--- config.mk ---
export PLATFORM = sky130hd
export DESIGN_NAME = multi_gray_bus_synchronizer
export DESIGN_NICKNAME = d
export VERILOG_FILES = /design/src/rtl/multi_gray_bus_synchronizer.sv
export SDC_FILE = /design/constraint.sdc
export NUM_CORES = 1
export LEC_CHECK = 0
export CAP_MARGIN = 25
export CORE_MARGIN = 2
export CORE_UTILIZATION = 40
export DETAILED_ROUTE_END_ITERATION = 6
export GPL_TIMING_DRIVEN = 0
export SLEW_MARGIN = 20
export SYNTH_ARGS = -nofsm -noshare
export SYNTH_HDL_FRONTEND = slang
export SYNTH_SLANG_ARGS = --single-unit
export TNS_END_PERCENT = 20
--- constraint.sdc ---
create_clock -name clk -period 2.06 [get_ports clk]
set_input_delay 0.206 -clock clk [delete_from_list [all_inputs] [get_ports clk]]
set_output_delay 0.206 -clock clk [all_outputs]
set_load 0.02 [all_outputs]
--- src/rtl/multi_gray_bus_synchronizer.sv ---
// Multi-channel gray-code bus synchronizer.
//
// Brings CHANNEL_COUNT independent gray-coded buses (async FIFO pointers, slow counters) into the
// clk domain. Each channel runs an STAGE_COUNT-flop synchronizer chain followed by a stability
// filter. The filter only passes a value once it has been seen on the chain output for
// STABLE_CYCLES consecutive edges.
//
// Ports:
//   clk               destination clock
//   reset             asynchronous, active-high reset
//   asynchronous_data source-domain gray buses, channel c at [c*BUS_WIDTH +: BUS_WIDTH]
//   error_clear       per-channel synchronous clear of gray_error
//   synchronous_data  filtered gray value per channel (registered)
//   binary_data       binary equivalent of synchronous_data (registered, same edge)
//   data_changed      one-cycle pulse after a channel's output updates
//   gray_error        sticky flag: an accepted update changed more than one bit
module multi_gray_bus_synchronizer #(
  parameter int unsigned STAGE_COUNT   = 2,
  parameter int unsigned BUS_WIDTH     = 4,
  parameter int unsigned CHANNEL_COUNT = 2,
  parameter int unsigned STABLE_CYCLES = 2
) (
  input  logic                               clk,
  input  logic                               reset,
  input  logic [CHANNEL_COUNT*BUS_WIDTH-1:0] asynchronous_data,
  input  logic [CHANNEL_COUNT-1:0]           error_clear,
  output logic [CHANNEL_COUNT*BUS_WIDTH-1:0] synchronous_data,
  output logic [CHANNEL_COUNT*BUS_WIDTH-1:0] binary_data,
  output logic [CHANNEL_COUNT-1:0]           data_changed,
  output logic [CHANNEL_COUNT-1:0]           gray_error
);

  localparam int unsigned CntWidth = $clog2(STABLE_CYCLES + 1);
  localparam logic [CntWidth-1:0] CntMax = CntWidth'(STABLE_CYCLES);
  localparam logic [CntWidth-1:0] CntOne = CntWidth'(1);

  for (genvar c = 0; c < CHANNEL_COUNT; c++) begin : g_chan
    logic [BUS_WIDTH-1:0] stage_q [STAGE_COUNT];
    logic [BUS_WIDTH-1:0] sync_out;
    logic [BUS_WIDTH-1:0] cand_q, cand_d;
    logic [CntWidth-1:0]  cnt_q, cnt_d;
    logic [BUS_WIDTH-1:0] out_q;
    logic [BUS_WIDTH-1:0] bin_q, bin_d;
    logic                 changed_q;
    logic                 error_q, error_d;
    logic                 accept;

    // Plain flop chain: no logic between stages so each bit resolves metastability on its own.
    always_ff @(posedge clk or posedge reset) begin
      if (reset) begin
        for (int i = 0; i < STAGE_COUNT; i++) begin
          stage_q[i] <= '0;
        end
      end else begin
        stage_q[0] <= asynchronous_data[c*BUS_WIDTH +: BUS_WIDTH];
        for (int i = 1; i < STAGE_COUNT; i++) begin
          stage_q[i] <= stage_q[i-1];
        end
      end
    end

    assign sync_out = stage_q[STAGE_COUNT-1];

    always_comb begin
      cand_d  = cand_q;
      cnt_d   = cnt_q;
      error_d = error_q;
      bin_d   = '0;

      // Run-length of the current sync_out value, saturating at STABLE_CYCLES.
      if (sync_out == cand_q) begin
        if (cnt_q != CntMax) begin
          cnt_d = cnt_q + CntOne;
        end
      end else begin
        cand_d = sync_out;
        cnt_d  = CntOne;
      end

      // Accept on the edge where the run reaches its target length; with STABLE_CYCLES = 1 this
      // is the edge the new value first appears, making the filter transparent.
      accept = (cnt_d == CntMax) && (cand_d != out_q);

      // Binary bit i is the XOR of gray bits i and above.
      for (int i = 0; i < BUS_WIDTH; i++) begin
        bin_d[i] = ^(cand_d >> i);
      end

      // A set on the accepting edge takes priority over a simultaneous clear.
      if (accept && ($countones(cand_d ^ out_q) > 1)) begin
        error_d = 1'b1;
      end else if (error_clear[c]) begin
        error_d = 1'b0;
      end
    end

    always_ff @(posedge clk or posedge reset) begin
      if (reset) begin
        cand_q    <= '0;
        cnt_q     <= '0;
        out_q     <= '0;
        bin_q     <= '0;
        changed_q <= 1'b0;
        error_q   <= 1'b0;
      end else begin
        cand_q    <= cand_d;
        cnt_q     <= cnt_d;
        changed_q <= accept;
        error_q   <= error_d;
        if (accept) begin
          out_q <= cand_d;
          bin_q <= bin_d;
        end
      end
    end

    assign synchronous_data[c*BUS_WIDTH +: BUS_WIDTH] = out_q;
    assign binary_data[c*BUS_WIDTH +: BUS_WIDTH]      = bin_q;
    assign data_changed[c]                            = changed_q;
    assign gray_error[c]                              = error_q;
  end

endmodule

==> summary.txt <==
Synthesis
  – Mean area per synthesized cell: 14.56 sq um
  – Number of distinct library cell variants in the gate-level netlist after synthesis: 26
  – Largest cells by area after synthesis: sky130_fd_sc_hd__dfrtp_1 61%, sky130_fd_sc_hd__xor2_1 6.5%, sky130_fd_sc_hd__mux2_4 4.8%
  – Share of synthesized area occupied by flip-flops and latches: 60.81%
  – Top flip-flop cell by instance count after synthesis: sky130_fd_sc_hd__dfrtp_1
  – Netlist area before placement: between 0.0015 and 0.002 sq mm
  – Synthesis warning total: 0
  – Proportion of register bits with asynchronous set or reset after synthesis: 100.0%
  – Largest area contributor in the synthesized netlist: sky130_fd_sc_hd__dfrtp_1
  – Gate Count Post-Synth: between 100 and 150
  – Post-synthesis sequential element count: 46
  – Fraction of synthesized cell area taken by the top area cell type: about three fifths
  – Syn Nets: 148
  – Post-synth EDFFs: 0

Clocking
  – Clock Latency Late Sink: about 0.28 ns
  – TritonCTS Buffers: 5
  – Total number of clock tree sinks: 46
  – H-Tree Level Count: 2
  – CTS tree: built
  – Clock Root Buffer: sky130_fd_sc_hd__clkbuf_8
  – Register clock-pin slew on the reported worst setup and hold paths: ~0.08 ns
  – Number of buffers on the longest clock path: 2
  – Count of hold buffers inserted by post-cts repair: 0

Final layout
  – Synth-to-layout area growth: 26.37%
  – Post-route design area: 0.002392 sq mm
  – Layout cell share with drive strength beyond 1: between 20% and 30%
  – Number of inserted diodes: 0
  – Number of nets in the final layout: 187

Power and ir drop
  – LEAKAGE: 1.089 nW
  – PnR Total Power: 0.002917 W
  – Maximum ir drop on the vdd rail: around 0.45 mV
  – Power density of the placed cells: 1219 mW/mm^2

Timing
  – Fin worst setup slack: between 0.1 and 0.15 ns
  – Layout Skew: between 0.003 and 0.004 ns
  – Final period utilization: 92.92%
  – Post-layout minimum cycle time: 1.914 ns
  – Achievable clock frequency: 522.4 MHz
  – Max-Slew Margin vs Limit: between 70% and 80%
  – Number of failing hold endpoints at the final stage: 0
  – Worst-Margin Slew: about 0.34 ns
  – Total setup violations reported at the end of the flow: 0
  – Number of max-slew violations in the final report: 0
  – RSZ-0062 raised after global routing: no

Global route
  – First-pass GRT wire length: 4761 microns
  – Maximum number of pins on one net before global-route repair: 38
  – Number of antenna violations at the first check in global routing: 0
  – Total congestion overflow: 0
  – Via count of the first global-routing pass: 1036
  – Gr usage total: 11.99%

Run
  – Number of maximum-capacitance violations: 0

Routing
  – Per-cell routed wire length: 11.98 microns
  – Wirelength, routed: 2684 microns
  – Routed Antenna Nets: 0
  – Vias: between 1000 and 1500
  – 1st-iter DRT viols: 19
  – DR vias/cell: between 4 and 5
  – Count of unresolved DRC violations after routing: 0
  – Drt pass-1 iters: 4

Place
  – Placed wire-length estimate after detailed placement: 2013 microns
  – Number of I/O port buffers: 31
  – Placed standard-cell area: around 0.0023 sq mm
  – Worst slack at placement: 0.08048 ns
  – GPL Wtd Cong: 0.7033

Critical path
  – Count of buffering cells on the critical path with inverters included: 3
  – Required time of the critical path: approximately 2.2 ns
  – Gate family responsible for the most delay along the worst path: flip-flops
  – Slowest CP cell: sky130_fd_sc_hd__dfrtp_2
  – Max incr delay on CP: 0.46 ns
  – Critical-path cell list: xor2_1 > inv_1 > ha_1 > inv_1 > nor3_1 > and4bb_1 > buf_6 > mux2_2
  – Worst EP arrival: 2.09 ns
  – CP most frequent cell: sky130_fd_sc_hd__inv_1
  – Critical path class: register to register
  – Setup crit start kind: register
  – Category of the worst setup path capture point: register
  – Maximum fanout along the worst path: 9

Outcome
  – Status: completed

Min path
  – Kind of path behind the tightest hold check: primary input to async pin

Die
  – Total die area: between 0.005 and 0.006 sq mm
  – Initial standard-cell utilization of the core: 40.89%
  – Rows: 25
  – Number of placed I/O pins: 32
  – Die extent in y: ~73 microns
  – Width of the die: 72.80 microns
  – Placeable core region: 0.004629 sq mm
[synthesized netlist by cell type, types with 2 or more instances]
cell,instances
sky130_fd_sc_hd__clkbuf_1,7
sky130_fd_sc_hd__xor2_1,14
sky130_fd_sc_hd__xnor2_1,8
sky130_fd_sc_hd__mux2_2,6
sky130_fd_sc_hd__dfrtp_1,46
sky130_fd_sc_hd__inv_1,13
sky130_fd_sc_hd__mux2i_1,2
sky130_fd_sc_hd__or2b_1,2
sky130_fd_sc_hd__mux2_4,6
sky130_fd_sc_hd__buf_4,6
sky130_fd_sc_hd__ha_1,4
sky130_fd_sc_hd__fa_1,2
[path summary, 6_finish.rpt]
path	start	to	slack (ns)	cells after the start
max in group asynchronous	reset	g_chan[0].out_q[3]	1.45	3
setup reg to reg	g_chan[0].sync_out[1]	g_chan[0].out_q[0]	0.15	8
min in group clk	asynchronous_data[4]	g_chan[1].stage_q[4]	0.35	1
hold / removal	reset	g_chan[0].stage_q[4]	0.15	2
setup / recovery	g_chan[0].sync_out[1]	g_chan[0].out_q[0]	0.15	8
hold reg to reg	g_chan[1].stage_q[7]	g_chan[1].sync_out[3]	0.35	0
[cell type report]
class	count	area, sq um
Clock inverter	1	5.005
Inverter	13	48.80
Multi-Input combinational cell	56	608.1
Clock buffer	7	86.33
Timing Repair Buffer	32	330.3
Buffer	15	92.59
Fill cell	413	2237
Sequential cell	46	1154
Tap cell	54	67.56
[power by group]
part           internal, W  leakage, nW  switching [W]
Clock             0.000271       0.0482       0.000272
Sequential         0.00108        0.546       0.000142
Combinational     0.000632        0.494       0.000521
Total              0.00198         1.09       0.000935
[cell usage in the layout, fill, tap and decap left out]
master	synthesis	routed
sky130_fd_sc_hd__clkinv_2	0	1
sky130_fd_sc_hd__xor2_2	0	1
sky130_fd_sc_hd__nand3_4	1	1
sky130_fd_sc_hd__mux2i_1	2	2
sky130_fd_sc_hd__clkdlybuf4s50_1	0	31
sky130_fd_sc_hd__buf_4	6	6
sky130_fd_sc_hd__a22o_1	1	1
sky130_fd_sc_hd__nor4_2	1	1
sky130_fd_sc_hd__and4bb_1	1	1
sky130_fd_sc_hd__a21o_1	1	1
sky130_fd_sc_hd__dfrtp_1	46	44
sky130_fd_sc_hd__clkbuf_1	7	8
sky130_fd_sc_hd__ha_1	4	4
sky130_fd_sc_hd__buf_12	0	1
sky130_fd_sc_hd__o22ai_1	1	1
sky130_fd_sc_hd__inv_1	13	12
sky130_fd_sc_hd__nor3_1	1	1
sky130_fd_sc_hd__inv_2	0	1
sky130_fd_sc_hd__dlygate4sd3_1	1	1
sky130_fd_sc_hd__or2b_1	2	2
sky130_fd_sc_hd__mux2_4	6	6
sky130_fd_sc_hd__dfrtp_2	0	2
sky130_fd_sc_hd__o21a_1	1	1
sky130_fd_sc_hd__mux2_2	6	6
sky130_fd_sc_hd__buf_6	1	1
sky130_fd_sc_hd__and2_1	1	1
sky130_fd_sc_hd__fa_1	2	2
sky130_fd_sc_hd__a31oi_2	1	1
sky130_fd_sc_hd__nor4_4	1	1
sky130_fd_sc_hd__and2_2	1	1
sky130_fd_sc_hd__xnor2_1	8	8
sky130_fd_sc_hd__clkbuf_8	0	6
sky130_fd_sc_hd__xor2_1	14	13
[through the flow]
step | util [%] | TNS (ns) | instances | hold WS (ns)
after global routing | 51.68 | 0 | 224 | 0.1798
after global placement | 49.05 | -1.553 | 215 | 0.3323
after detailed placement | 49.49 | 0 | 216 | 0.3347
after CTS | 51.46 | 0 | 224 | 0.1518
after floorplan | - | 0 | 130 | 0.2374
final | 51.68 | 0 | 224 | 0.1518
[logic make-up (layout without fill, tap and decap cells)]
kind of cell    Yosys count  after routing  synth area share (%)
flops                    46             46                 60.81
buf+inv                  28             68                 7.469
xor+xnor                 22             22                 10.18
mux                      14             14                 9.385
simple gates              9              9                 5.155
fa+ha+maj                 6              6                 4.759
compound gates            5              5                 2.248
[flip-flops by register name, summed over array words and instances (netlist names)]
name              flops
g_chan.sync_out       8
g_chan.stage_q        8
g_chan.cnt_q          4
g_chan.out_q          8
g_chan.error_q        2
g_chan.bin_q          6
g_chan.cand_q         8
g_chan.changed_q      2
[per-layer routing]
metal	up-vias	GRT usage, %	routed length (microns)
met5	-	0	0
met4	0	4.321	21
met3	4	4.144	109
met2	19	20.30	1421
met1	509	14.14	1132
li1	474	-	-
[worst reg2reg max path, delay by kind of cell (launching register included)]
kind	cells	cell delay [ns]
DFF	1	0.46
muxes	1	0.33
and+or+nand+nor	2	0.32
buffers and inverters	3	0.27
xor gates and xnor gates	1	0.24
adders and majority gates	1	0.18
[repair_timing]
| item | 4_1_cts | 5_1_grt |
|---|---|---|
| gates resized for setup | 0 | 3 |
| buffers inserted | 0 | 0 |
| endpoints found under the setup margin | 0 | 6 |
Note: power is estimated with default switching activity, not from simulation.
